**config.mk**
```make
export PLATFORM = sky130hd
export DESIGN_NAME = demux_1to2_reg
export DESIGN_NICKNAME = d
export VERILOG_FILES = /design/src/rtl/demux_pkg.sv /design/src/rtl/demux_out_reg.sv /design/src/rtl/demux_1to2_reg.sv
export SDC_FILE = /design/constraint.sdc
export NUM_CORES = 1
export LEC_CHECK = 0
export BUFFER_PORTS_ARGS = -buffer_cell sky130_fd_sc_hd__buf_2
export CELL_PAD_IN_SITES_DETAIL_PLACEMENT = 0
export CELL_PAD_IN_SITES_GLOBAL_PLACEMENT = 2
export CORE_MARGIN = 2
export CORE_UTILIZATION = 33
export DETAILED_ROUTE_END_ITERATION = 12
export PLACE_DENSITY = 0.88
export SETUP_SLACK_MARGIN = 0.02
export SLEW_MARGIN = 10
export SYNTH_ARGS = -nofsm -noshare
export SYNTH_HDL_FRONTEND = slang
export SYNTH_SLANG_ARGS = --single-unit
```
**constraint.sdc**
```tcl
create_clock -name clk -period 1.5 [get_ports clk]
set_clock_uncertainty 0.2 [all_clocks]
set_input_delay 0.3 -clock clk [delete_from_list [all_inputs] [get_ports clk]]
set_output_delay 0.3 -clock clk [all_outputs]
set_load 0.01 [all_outputs]
```
**src/rtl/demux_pkg.sv**
```systemverilog
// Shared constants for the registered 1-to-2 demultiplexer.
package demux_pkg;

  localparam int unsigned DEMUX_WIDTH = 16;

  localparam logic SEL_OUT0 = 1'b0;
  localparam logic SEL_OUT1 = 1'b1;

endpackage

```
**src/rtl/demux_out_reg.sv**
```systemverilog
// One output path: data register with a one-cycle valid pulse per load.
module demux_out_reg
  import demux_pkg::*;
#(
  parameter int unsigned WIDTH = DEMUX_WIDTH
) (
  input  logic             clk,
  input  logic             rst_n,
  input  logic             load,
  input  logic [WIDTH-1:0] d,
  output logic [WIDTH-1:0] q,
  output logic             q_valid
);

  // Data holds when not loaded; valid follows load so it drops on idle cycles.
  always_ff @(posedge clk or negedge rst_n) begin
    if (!rst_n) begin
      q       <= '0;
      q_valid <= 1'b0;
    end else begin
      q_valid <= load;
      if (load) begin
        q <= d;
      end
    end
  end

endmodule

```
**src/rtl/demux_1to2_reg.sv**
```systemverilog
// Registered 1-to-2 demultiplexer: steers a qualified word to one of two
// output registers, forming a pipeline boundary for both consuming paths.
module demux_1to2_reg
  import demux_pkg::*;
#(
  parameter int unsigned WIDTH = DEMUX_WIDTH
) (
  input  logic             clk,
  input  logic             rst_n,
  input  logic             sel,
  input  logic [WIDTH-1:0] in_put,
  input  logic             in_valid,
  output logic [WIDTH-1:0] out0,
  output logic [WIDTH-1:0] out1,
  output logic             out0_valid,
  output logic             out1_valid
);

  logic load0_c;
  logic load1_c;

  // Enable decode: the two loads are mutually exclusive by construction.
  assign load0_c = in_valid & (sel == SEL_OUT0);
  assign load1_c = in_valid & (sel == SEL_OUT1);

  demux_out_reg #(.WIDTH(WIDTH)) u_out0 (
    .clk     (clk),
    .rst_n   (rst_n),
    .load    (load0_c),
    .d       (in_put),
    .q       (out0),
    .q_valid (out0_valid)
  );

  demux_out_reg #(.WIDTH(WIDTH)) u_out1 (
    .clk     (clk),
    .rst_n   (rst_n),
    .load    (load1_c),
    .d       (in_put),
    .q       (out1),
    .q_valid (out1_valid)
  );

endmodule

```
After elaboration in Yosys (flattened, before gate mapping)
Index checks and enable logic that the tools add are counted.

Flip-flop bits (word level): 34. Word-level logic and storage cells: 7. Input port bits: 20. Output and inout port bits: 34.

Bitwise gates (word level): 3.

Operators by type and width (number): 1-bit bitwise AND (2); 1-bit NOT (1).

Logic depth before layout (Yosys ltp)
Gate-level depths: netlist (run 1).

Word-level depth: 2. Gate-level depth with buffers: 4. Gate-level depth less buffers: 2.

Modules after synthesis
From an unflattened synthesis (run 1), not the netlist that was laid out.

Cells, all modules: 72. Area, all modules: 1365.1 um^2.

By module, submodules not included: demux_out_reg (cells an instance 35, area each 674.4 um^2, times used 2, seq. area each 425.4 um^2); demux_1to2_reg (cells an instance 2, area each 16.3 um^2, times used 1, seq. area each 0.0 um^2).

Worst setup path before layout (run 1)
No wires, ideal clock.

Kind: input port to flip-flop. From: in sel. To: reg u_out0.q[10]. Setup slack: 187 ps. Arrival time: 988 ps. Stages: 4. Buffers on the path: 2. Setup time: 125 ps. Required time: 1175 ps. Cell sequence: nand2b_1 > buf_6 > buf_12 > mux2_4.

Longest elaborated chain between the ends: 2.

Ends and longest elaborated chain: from (decl) (line demux_1to2_reg.sv:10) `input logic sel,`; 1-bit NOT (line demux_1to2_reg.sv:23) `assign load0_c = in_valid & (sel == SEL_OUT0);`; 1-bit bitwise AND (line demux_1to2_reg.sv:23); to (signal assigned) (line demux_out_reg.sv:18) `q <= '0;`; to (signal assigned) (line demux_out_reg.sv:23) `q <= d;`; to (decl) (line demux_out_reg.sv:11) `output logic [WIDTH-1:0] q,`.

No other way between the ends. A chain may end at the register's enable or synchronous reset.

Final worst setup path (run 1)
From: reg u_out1.q[5]. To: out out1[5].

RTL lines: from (decl) (line demux_out_reg.sv:11); from (signal assigned) (line demux_out_reg.sv:18); from (signal assigned) (line demux_out_reg.sv:23); to (decl) (line demux_1to2_reg.sv:14) `output logic [WIDTH-1:0] out1,`.

No word-level cell between the ends.

==> results of run 1 <==
## power by group through the flow
stage          Sequential [mW]  Clock (mW)  Combinational (mW)
3_5_place_dp              1.13           0               0.454
2_1_floorplan             1.19           0               0.171
5_1_grt                   1.12       0.672               0.488
6_report                  1.11       0.599               0.447
3_3_place_gp              1.12           0               0.447
4_1_cts                   1.11       0.625               0.457
## cells by family (layout without fill, tap and decap cells)
logic type | count (synthesis) | after routing | synth area share, %
flip-flops | 34 | 34 | 65.4
multiplexers | 32 | 32 | 30.3
buffers and inverters | 5 | 66 | 3.37
AND/OR/NAND/NOR | 2 | 2 | 0.962
## cell usage in the layout (no fill, tap or decap)
cell type,synthesis,final
sky130_fd_sc_hd__buf_12,1,3
sky130_fd_sc_hd__buf_2,1,53
sky130_fd_sc_hd__clkbuf_1,0,2
sky130_fd_sc_hd__clkbuf_8,0,5
sky130_fd_sc_hd__dfrtp_1,34,34
sky130_fd_sc_hd__dlygate4sd3_1,0,1
sky130_fd_sc_hd__inv_1,2,2
sky130_fd_sc_hd__mux2_2,23,23
sky130_fd_sc_hd__mux2_4,9,9
sky130_fd_sc_hd__nand2_2,1,1
sky130_fd_sc_hd__nand2b_1,1,1
## flip-flops by register name, indices dropped and copies added, names as in the netlist
register and cells:
u_out0.q_valid 1, u_out0.q 16, u_out1.q_valid 1, u_out1.q 16
## worst paths after layout
| check | endpoint | slack [ns] | cells past startpoint |
|---|---|---|---|
| worst max-delay path | out1[5] | 0.19 | 1 |
| worst min-delay path | u_out0.q[11]$_DFFE_PN0P_ | 0.07 | 2 |
| worst max register to register | u_out1.q[5]$_DFFE_PN0P_ | 0.53 | 1 |
| worst min register to register | u_out1.q[13]$_DFFE_PN0P_ | 0.30 | 1 |
| max in group asynchronous | u_out0.q[9]$_DFFE_PN0P_ | 0.41 | 3 |
| min in group asynchronous | u_out0.q[11]$_DFFE_PN0P_ | 0.27 | 2 |
## cell type report
type | count | area, um2
Fill cell | 350 | 1980
Sequential cell | 34 | 851
Multi-Input combinational cell | 34 | 407
Timing Repair Buffer | 57 | 335
Clock buffer | 7 | 76.3
Tap cell | 48 | 60.1
Inverter | 2 | 7.51
## stage by stage
stage               hold WS [ns]  power [mW]  utilization (%)  area [um2]
finish                    0.0671        2.16             46.7        1740
global route              0.0604        2.29             46.7        1740
CTS                       0.0612        2.19             46.7        1740
detailed placement        0.0305        1.58             44.4        1650
global placement          0.0225        1.57             44.4        1650
floorplan                 -0.196        1.36                -        1300
## per-layer routing
| metal | global-route usage [%] | wire, um | vias to the layer above |
|---|---|---|---|
| met5 | 0 | 0 | - |
| met4 | 9.18 | 70 | 0 |
| met3 | 3.38 | 165 | 5 |
| met2 | 18.6 | 1130 | 32 |
| met1 | 15.9 | 1060 | 394 |
| li1 | - | - | 374 |
==> results.txt, run 1 <==
In the final routed layout, each cell accounts on average for 13.3 um. In this run the most critical hold path is launched from in_put[11]. The clock passes through at most 2 buffers. Detailed router's first-iteration violation count: 36. The tools report the number of nets in the layout as 154. Based on the critical path, the design can be clocked at up to 0.763 GHz. Synthesis produced 73 cells.

The core region is 3720 um2. Tracing the worst setup path back leads to its startpoint at u_out1.q[5]$_DFFE_PN0P_. For the pin with the worst max-slew slack, the measured transition is 0.360 ns. The data arrival time at the worst-slack endpoint is 0.81 ns. The tools report the start of the worst register-to-register path as u_out1.q[5]$_DFFE_PN0P_. Counting every net in the synthesized netlist gives 93. For this run, the total global-route usage over all layers was measured as 12.7%. Of all nets on the critical path, the largest fanout is 2. The critical path is of the reg -> out type. The antenna violation net count after detailed routing was 0; the H-tree depth was 2. The placer's final routability congestion estimate is 0.688.

The share of total power dissipated in the clock network is 27.8%. Peak supply drop: 0.000437 V. For this run, the leading register cell type out of synthesis is sky130_fd_sc_hd__dfrtp_1.

Kind of capture point of the worst setup path: a primary output. The total inserted antenna cells is 0. In this run the vertical extent of the chip is 66.8 um.

The tools report the headroom to the max-slew limit as 76.0%. The hold buffer count at cts is 1. In this run the count of I/O pins placed on the die edge is 54. Dividing total power by cell area gives a power density of 1240 nW/um2. The number of global-route vias before repair is 823. The most common cell in the synthesized netlist is sky130_fd_sc_hd__dfrtp_1. The clock net in this run drives a total of 34 sinks.

The overall via count from detail_route is 805, and the mean number of vias per cell is 4.42. For the worst-skew pair, the clock arrives at the later sink with an insertion delay of 0.27 ns. The smallest clock period supported by the final layout is computed as 1.31 ns.

Wires add up to 2430 um. In this run the worst hold path is classified as in -> reg. The run gives 4460 um2 as the die area. For the cell count after placement, the log shows 174. The number of setup buffers added after CTS is 0. The initial utilization of the core area, before any placement, comes to 35.0%. The post-detailed-route DRC marker count is 0. The longest individual stage delay on the worst path is 0.39 ns.

The synthesis-to-finish area growth was 33.5%. The number of CTS-inserted buffers was 5. The total of cells resized after clock tree synthesis was 0; the total count of hold-check failures in the final report was 0.

Setup repair after global routing left no endpoint under its margin. After layout, the worst path uses 87.4% of the clock period. Sorting the synthesized cells by area gives the leading types as sky130_fd_sc_hd__dfrtp_1, sky130_fd_sc_hd__mux2_2, sky130_fd_sc_hd__mux2_4. Walking the worst path, the cells encountered are buf_2.

Prior to clock tree synthesis, the placed netlist has a worst setup slack of 0.100 ns. Async set-or-reset flop fraction in the synthesized netlist: 100%. The number of distinct standard cells referenced by the synthesized netlist was 9. The count of cells in the finished layout, fillers not included, comes to 182. The register bit total from synthesis is 34. The run gives 0 ns as the sum of negative setup slack. STA classifies the critical path startpoint as a register. The logs give 0 for the number of pins with negative max-slew slack in the final report and 3 for the number of search-and-repair iterations in the first detailed-routing pass. The number of I/O port buffers works out to 53.

For this design the total switching power over the nets is 0.542 mW. For the initial antenna violation count, the log shows 0. A synthesized cell averages 17.8 um2. TritonCTS built the clock tree. The share of cells above drive strength 1 was 70.1%. The library cell occupying the most area in the post-synthesis netlist was sky130_fd_sc_hd__dfrtp_1.

The run gives 0 as the total congestion overflow. Yosys printed 0 warnings. The tools report the required time of the critical path as 1.00 ns. The area fraction of the dominant cell type after synthesis is 65.4%. The chip width came out at 66.8 um.

For the part of the power in combinational logic, the log shows 20.7%. The share of power burned in registers was 51.5%. The tools report the reported max-cap violation count as 0. The flow ran to the end, and the final reports show no timing, DRC or antenna violations. The root buffer cell chosen for the clock tree is sky130_fd_sc_hd__clkbuf_8. The worst path buffer plus inverter count is 1, and the fraction of power spent switching nets is 25.1%. The highest-delay cell along the critical path was sky130_fd_sc_hd__dfrtp_1. The clock transition at the register clock pins on the worst setup and hold paths after CTS is 0.06 ns, and the worst path setup slack after routing is 0.189 ns.

Entering global routing, the biggest net connects 21 pins. Summed over all nets, the half-perimeter wirelength after detailed placement is 1860 um. After synthesis, flip-flops and latches occupy 65.4% of the total area. The count of standard-cell rows is 22. The dominant delay contributor by cell family on the critical path is flip-flops.

The first global-routing pass estimated 3950 um of wire. The logs give 1300 um2 for the area of the mapped netlist and 0 for the final count of negative-setup-slack endpoints. Cell internal power was estimated by the tool at 1.61 mW.

After synthesis, the most frequently instantiated cells are sky130_fd_sc_hd__dfrtp_1, sky130_fd_sc_hd__mux2_2, sky130_fd_sc_hd__mux2_4. For this design the static power due to leakage is 0.882 nW. Yosys mapped a number of flops with a built-in enable equal to 0.
Power figures use the tool's default switching activity.
==> inputs of run 2 (changes only) <==
==> constraint.sdc (replaced) <==
create_clock -name clk -period 1.5 [get_ports clk]
set_clock_uncertainty 0.2 [all_clocks]
set_input_delay 0.075 -clock clk [delete_from_list [all_inputs] [get_ports clk]]
set_output_delay 0.075 -clock clk [all_outputs]
set_load 0.01 [all_outputs]
==> run 2 against run 1 <==
Net effect:
- largest power group unchanged
- largest cell class unchanged
- via count increased by 5.8%
- critical path depth unchanged
- hold slack got worse by 0.032 ns
- first-iteration DRC count increased by 36%
==> results.txt, run 2 (synthesis gave the netlist of run 1 again) <==
Total of cells resized after clock tree synthesis: 0 (unchanged). The antenna violation net count after detailed routing was 0 (unchanged). For the number of search-and-repair iterations in the first detailed-routing pass, the log shows 3 (unchanged). The run gives 51.0% (was 46.7%) as the final cell utilization of the core. Kind of path behind the tightest hold check: in -> reg (unchanged). The logs give 2 (unchanged) for the H-tree depth and 2650 um (was 2430 um) for the final wirelength. The chip width was 66.8 um (unchanged). The tools report the total count of hold-check failures in the final report as 0 (unchanged).

Category of the worst setup path launch point: a register (unchanged). The tools report the total leakage power as 0.948 nW (was 0.882 nW). Setup repair after global routing left no endpoint under its margin.

The transition time at the pin with the least slew margin was 0.419 ns (was 0.360 ns). Startpoint of the lowest-slack hold path: in_valid (was in_put[11]). Largest registers: u_out0.q: 16 flops, u_out1.q: 16 flops (unchanged). The run gives 346 (was 350) as the number of fill cells.

Die area: 4460 um2 (unchanged). The number of nets in the layout came out at 169 (was 154). The kind of capture point of the worst setup path was a primary output (unchanged).

The tools report the start of the worst register-to-register path as u_out1.q[11]$_DFFE_PN0P_ (was u_out1.q[5]$_DFFE_PN0P_). For the latest clock arrival within the worst-skew pair, the log shows 0.28 ns (was 0.27 ns). Data arrival time at the worst-slack endpoint: 0.81 ns (about the same). Worst path buffer plus inverter count: 1 (unchanged).

The maximum fanout encountered on the critical timing path works out to 2 (unchanged). The period utilization was 72.5% (was 87.4%). The placer's final routability congestion estimate is 0.719 (was 0.688), and the number of logic stages on the critical path including buffering is 1 (unchanged).

The number of I/O port buffers was 53 (unchanged); the total congestion overflow was 0 (unchanged). The share of cells above drive strength 1 works out to 62.7% (was 70.1%). Highest-delay cell along the critical path: sky130_fd_sc_hd__dfrtp_1 (unchanged). The power density over the cells came out at 1260 nW/um2 (was 1240 nW/um2).

The run gives 198 (was 182) as the filler-free cell count of the finished design. Ordered cell list for the critical path: buf_2 (unchanged). The tools report the number of buffers between clock root and the deepest sink as 2 (unchanged).

The area inside the core boundary came out at 3720 um2 (unchanged). The flow ran to the end, and the final reports show no timing, DRC or antenna violations. The overall via count from detail_route was 852 (was 805). The tools report the startpoint of the most critical setup path as u_out1.q[6]$_DFFE_PN0P_ (was u_out1.q[5]$_DFFE_PN0P_).

The global-route total usage across every layer is 13.1% (was 12.7%), and the reported max-cap violation count is 0 (unchanged). The logs give 4150 um (was 3950 um) for the global-route wire length before repair and 21.6% (was 18.6%) for the met2 demand-to-capacity share in global routing. The fraction of met3 tracks used by global routing was 3.38% (unchanged). The shortest period the worst path allows is 1.09 ns (was 1.31 ns), and the number of primary I/O pins is 54 (unchanged). The clock transition at the register clock pins on the worst setup and hold paths after CTS is 0.07 ns (was 0.06 ns). The most frequent standard cell in the layout excluding fill and tap cells is sky130_fd_sc_hd__buf_2 (unchanged).

The number of CTS-inserted buffers is 5 (unchanged). The detailed router's first-iteration violation count came out at 49 (was 36). The overall power after layout was 2.38 mW (was 2.16 mW). The tools report the clock root buffer as sky130_fd_sc_hd__clkbuf_8 (unchanged). The tools report the count of standard-cell rows as 22 (unchanged). The final instance area came out at 1890 um2 (was 1740 um2). For the headroom to the max-slew limit, the log shows 72.1% (was 76.0%). The area of placed instances was 1620 um2 (was 1650 um2); the number of global-route vias before repair was 850 (was 823). The required time of the critical path came out at 1.22 ns (was 1.00 ns). Top library cells by usage in the layout, fill and taps aside: sky130_fd_sc_hd__buf_2, sky130_fd_sc_hd__dfrtp_1, sky130_fd_sc_hd__mux2_2 (unchanged).

The sum of negative setup slack is 0 ns (unchanged). The routed wirelength normalized by instance count is 13.4 um (was 13.3 um), and the mean number of vias per cell is 4.30 (was 4.42). The worst setup path category was reg -> out (unchanged).

The peak supply drop is 0.000549 V (was 0.000437 V). The final count of negative-setup-slack endpoints is 0 (unchanged). Total inserted antenna cells: 0 (unchanged). The cell count after placement came out at 173 (was 174). The number of cell instances on the worst register-to-register path came out at 1 (unchanged). The die boundary height is 66.8 um (unchanged). For the total area of sequential cells, the log shows 851 um2 (unchanged).

The most crowded layer after global routing was met2 (unchanged). TritonCTS built the clock tree. Synthesis-to-finish area growth: 45.6% (was 33.5%). The number of pins with negative max-slew slack in the final report is 0 (unchanged). The initial core utilization was 35.0% (unchanged); the pin count of the biggest net entering global routing was 35 (was 21). The number of clock sinks is 34 (unchanged). Multi-input gate area in the final layout: 407 um2 (unchanged). The met1 routing resource usage after global routing was 15.1% (was 15.9%); the post-detailed-route DRC marker count was 0 (unchanged). The highest achievable clock rate is 0.920 GHz (was 0.763 GHz).

The longest individual stage delay on the worst path came out at 0.38 ns (was 0.39 ns). The number of stages on the worst hold path came out at 4 (was 2). The dominant delay contributor by cell family on the critical path is flip-flops (unchanged). For the initial antenna violation count, the log shows 0 (unchanged).
==> run 2: power by group <==
group / internal [mW] / switching (mW)
logic: 0.266 / 0.203
clock network: 0.497 / 0.306
registers: 1.05 / 0.0652
total: 1.81 / 0.574
==> run 2: final timing paths <==
kind | end | slack [ns]
max in group asynchronous | u_out1.q[0]$_DFFE_PN0P_ | 0.65
setup / recovery | out1[6] | 0.41
hold reg to reg | u_out1.q[4]$_DFFE_PN0P_ | 0.30
min in group asynchronous | u_out1.q[12]$_DFFE_PN0P_ | 0.14
hold / removal | u_out0.q_valid$_DFF_PN0_ | 0.03
setup reg to reg | u_out1.q[11]$_DFFE_PN0P_ | 0.53
==> run 2: layer usage <==
layer	share of wire (%)	routed length, um
met1	42	1120
met2	50	1310
met3	5.4	143
met4	2.8	74
met5	0	0
==> run 2: through the flow <==
| stage | hold slack (ns) | setup WS [ns] |
|---|---|---|
| 2_1_floorplan | -0.421 | 0.412 |
| 3_3_place_gp | -0.0815 | 0.302 |
| 3_5_place_dp | -0.0758 | 0.268 |
| 4_1_cts | 0.0307 | 0.397 |
| 5_1_grt | 0.0603 | 0.372 |
| 6_report | 0.0346 | 0.413 |
==> run 2: tightest hold or removal path, cell delays in order <==
cell and delay (ns):
sky130_fd_sc_hd__buf_2 0.09, sky130_fd_sc_hd__nand2b_1 0.08, sky130_fd_sc_hd__buf_12 0.17, sky130_fd_sc_hd__inv_1 0.05
==> run 2: layout make-up <==
type / count / share of cell area, %
inverter: 2 / 0.396
tap: 48 / 3.17
multi-input combinational: 34 / 21.5
timing repair buffer: 72 / 24.4
clock inverter: 1 / 1.59
clock buffer: 7 / 4.03
sequential: 34 / 44.9
==> run 2: repair_timing <==
item	in CTS	in global routing
hold buffers	17	0
setup endpoints to repair	0	0
buffers inserted	0	0
hold endpoints to repair	66	0
==> inputs of run 3 (changes only) <==
- CORE_UTILIZATION: 33 -> 28
- PLACE_DENSITY: 0.88 -> 0.81
- clock period: 1.5 -> 1 ns (I/O delays scaled with it)
==> run 3 against run 2 <==
Net effect:
- the flow now finishes with violations (negative hold slack, negative setup slack)
- wire length down 6.9%
- combinational power up 41%
- sequential power up 50%
- critical path depth did not move
- hold slack worse by 0.22 ns
- via count shrank 6.2%
- global-route usage fell by 2.8 points
- count of clock-buffer cells in the layout unchanged
- first-iteration DRC count is 35% lower
- critical path type unchanged
- utilization fell by 11 points
- die area rose by 17%
- cell count fell by 6.6%
==> results.txt, run 3 (synthesis gave the netlist of run 1 again) <==
The number of cell instances on the worst register-to-register path came out at 1 (unchanged). The number of CTS-inserted buffers was 5 (unchanged). The run finished, with violations left. The run gives 54 (unchanged) as the number of primary I/O pins. The tools report the portion of total power attributed to the clock network as 34.0% (was 33.6%). The run gives 0 (unchanged) as the initial antenna violation count. The tools report the data arrival time at the worst-slack endpoint as 0.82 ns (was 0.81 ns). The global-route total usage across every layer came out at 10.3% (was 13.1%). The number of global-route vias before repair was 895 (was 850). The total area of sequential cells was 851 um2 (unchanged).

The cell count after placement was 176 (was 173). The tools report the die area as 5210 um2 (was 4460 um2). The synthesis-to-finish area growth was 34.8% (was 45.6%). The final instance area was 1750 um2 (was 1890 um2). The number of logic stages on the critical path including buffering was 1 (unchanged). The share of cells above drive strength 1 was 70.7% (was 62.7%).

The run gives 47.2% (was 46.7%) as the share of power burned in registers. Setup repair after global routing could not meet its margin everywhere. The worst setup path category was reg -> out (unchanged).

The final count of negative-setup-slack endpoints came out at 34 (was 0). The number of stages on the worst hold path works out to 2 (was 4). The capture endpoint of the worst hold path was u_out0.q[7]$_DFFE_PN0P_ (was u_out0.q_valid$_DFF_PN0_). Largest registers: u_out0.q: 16 flops, u_out1.q: 16 flops (unchanged). The overall via count from detail_route came out at 799 (was 852). The run gives 1630 um2 (was 1620 um2) as the area of placed instances.

The power density over the cells works out to 2010 nW/um2 (was 1260 nW/um2). The tools report the clock root buffer as sky130_fd_sc_hd__clkbuf_8 (unchanged). The tools report the startpoint of the lowest-slack hold path as in_put[7] (was in_valid).

The total inserted antenna cells is 0 (unchanged), and the number of fill cells is 437 (was 346). The run gives 0.667 (was 0.719) as the placer's final routability congestion estimate. The kind of capture point of the worst setup path is a primary output (unchanged). The fraction of power spent switching nets came out at 23.9% (was 24.1%). The shortest period the worst path allows is 1.07 ns, and the detailed router's first-iteration violation count is 32 (was 49). The clock transition at the register clock pins on the worst setup and hold paths after CTS was 0.07 ns (about the same). The hold buffer count at cts came out at 1 (was 17). The logs give -0.0667 ns (was 0.413 ns) for the worst path setup slack after routing and 2.68 mW (was 1.81 mW) for the cell-internal power. The post-detailed-route DRC marker count is 0 (unchanged), and the final wirelength is 2470 um (was 2650 um). The tools report the area inside the core boundary as 4410 um2 (was 3720 um2). The tools report the hold slack as -0.187 ns (was 0.0346 ns). The latest clock arrival within the worst-skew pair is 0.28 ns (about the same), and the antenna violation net count after detailed routing is 0 (unchanged). The run gives 0 (unchanged) as the total congestion overflow.

The longest individual stage delay on the worst path works out to 0.39 ns (was 0.38 ns). Overall power after layout: 3.53 mW (was 2.38 mW). The number of I/O port buffers works out to 53 (unchanged). Most frequent standard cell in the layout excluding fill and tap cells: sky130_fd_sc_hd__buf_2 (unchanged).

The endpoint of the worst register-to-register path is u_out1.q[10]$_DFFE_PN0P_ (was u_out1.q[11]$_DFFE_PN0P_). The pin count of the biggest net entering global routing is 35 (unchanged), and the chip width is 72.2 um (was 66.8 um). The run gives 423 um2 (was 407 um2) as the multi-input gate area in the final layout. The dominant delay contributor by cell family on the critical path was flip-flops (unchanged). The number of buffers between clock root and the deepest sink is 2 (unchanged).

For the final cell utilization of the core, the log shows 39.7% (was 51.0%). Total leakage power: 0.892 nW (was 0.948 nW). Ordered cell list for the critical path: buf_2 (unchanged).

The run gives -1.31 ns (was 0 ns) as the sum of negative setup slack. The category of the worst setup path launch point is a register (unchanged). The tools report the peak supply drop as 0.000779 V (was 0.000549 V). The maximum fanout encountered on the critical timing path was 2 (unchanged). The worst path uses 107% of the clock period. The tools report the net switching power as 0.843 mW (was 0.574 mW).

The kind of path behind the tightest hold check was in -> reg (unchanged). For the headroom to the max-slew limit, the log shows 79.7% (was 72.1%). The mean number of vias per cell is 4.32 (was 4.30).

The global-route wire length before repair came out at 4080 um (was 4150 um). The logs give 0.75 ns (was 1.22 ns) for the required time of the critical path and 18.8% (was 19.7%) for the part of the power in combinational logic. The die boundary height came out at 72.2 um (was 66.8 um). The start of the worst register-to-register path was u_out1.q[10]$_DFFE_PN0P_ (was u_out1.q[11]$_DFFE_PN0P_). Top library cells by usage in the layout, fill and taps aside: sky130_fd_sc_hd__buf_2, sky130_fd_sc_hd__dfrtp_1, sky130_fd_sc_hd__mux2_2 (unchanged).

The highest-delay cell along the critical path was sky130_fd_sc_hd__dfrtp_1 (unchanged). The logs give 0.937 GHz for the highest achievable clock rate and 34 (unchanged) for the number of clock sinks. The routed wirelength normalized by instance count is 13.3 um (was 13.4 um), and the worst path buffer plus inverter count is 1 (unchanged). Count of standard-cell rows: 24 (was 22). The tools report the filler-free cell count of the finished design as 185 (was 198).

The logs give 0 (unchanged) for the number of pins with negative max-slew slack in the final report and 0.04 ns (was 0.53 ns) for the reg-to-reg setup timing slack. The run gives 33 (was 0) as the total count of hold-check failures in the final report. Worst setup timing slack at the placement stage: -0.198 ns (was 0.268 ns). For the number of search-and-repair iterations in the first detailed-routing pass, the log shows 4 (was 3). TritonCTS built the clock tree. The checks that failed: negative hold slack, negative setup slack. Startpoint of the most critical setup path: u_out1.q[10]$_DFFE_PN0P_ (was u_out1.q[6]$_DFFE_PN0P_). The tools report the number of nets in the layout as 152 (was 169). The initial core utilization is 29.5% (was 35.0%), and the transition time at the pin with the least slew margin is 0.304 ns (was 0.419 ns). The H-tree depth was 2 (unchanged). The reported max-cap violation count is 0 (unchanged).
[run 3: power by group through the flow]
stage	registers, mW	logic (mW)	clock network, mW
finish	1.66	0.663	1.20
floorplan	1.78	0.263	0
global placement	1.68	0.654	0
global route	1.69	0.721	1.29
CTS	1.66	0.673	1.24
detailed placement	1.69	0.670	0
[run 3: metal layers]
metal	global-route usage (%)	part of all wire [%]
met5	0	0
met4	5.03	1.8
met3	3.75	7.6
met2	17.9	48
met1	11.0	42
[run 3: worst max path at each step]
stage	endpoint	slack [ns]
2_1_floorplan	u_out0.q[10]$_DFFE_PN0P_	-0.04
3_3_place_gp	u_out0.q[3]$_DFFE_PN0P_	-0.18
3_5_place_dp	u_out0.q[5]$_DFFE_PN0P_	-0.20
4_1_cts	out0[14]	-0.08
5_1_grt	out0[6]	-0.1
6_report	out1[10]	-0.07
[run 3: layout make-up]
| type | count | share of cell area [%] |
|---|---|---|
| tap | 52 | 3.71 |
| sequential | 34 | 48.5 |
| clock buffer | 7 | 4.35 |
| timing repair buffer | 55 | 17.2 |
| inverter | 2 | 0.428 |
| clock inverter | 1 | 1.71 |
| multi-input combinational | 34 | 24.1 |
[run 3: repair_timing]
item	in CTS	in global routing
gates resized for setup	0	2
endpoints found under the setup margin	34	36
buffers inserted	0	0
endpoints found under the hold margin	67	32
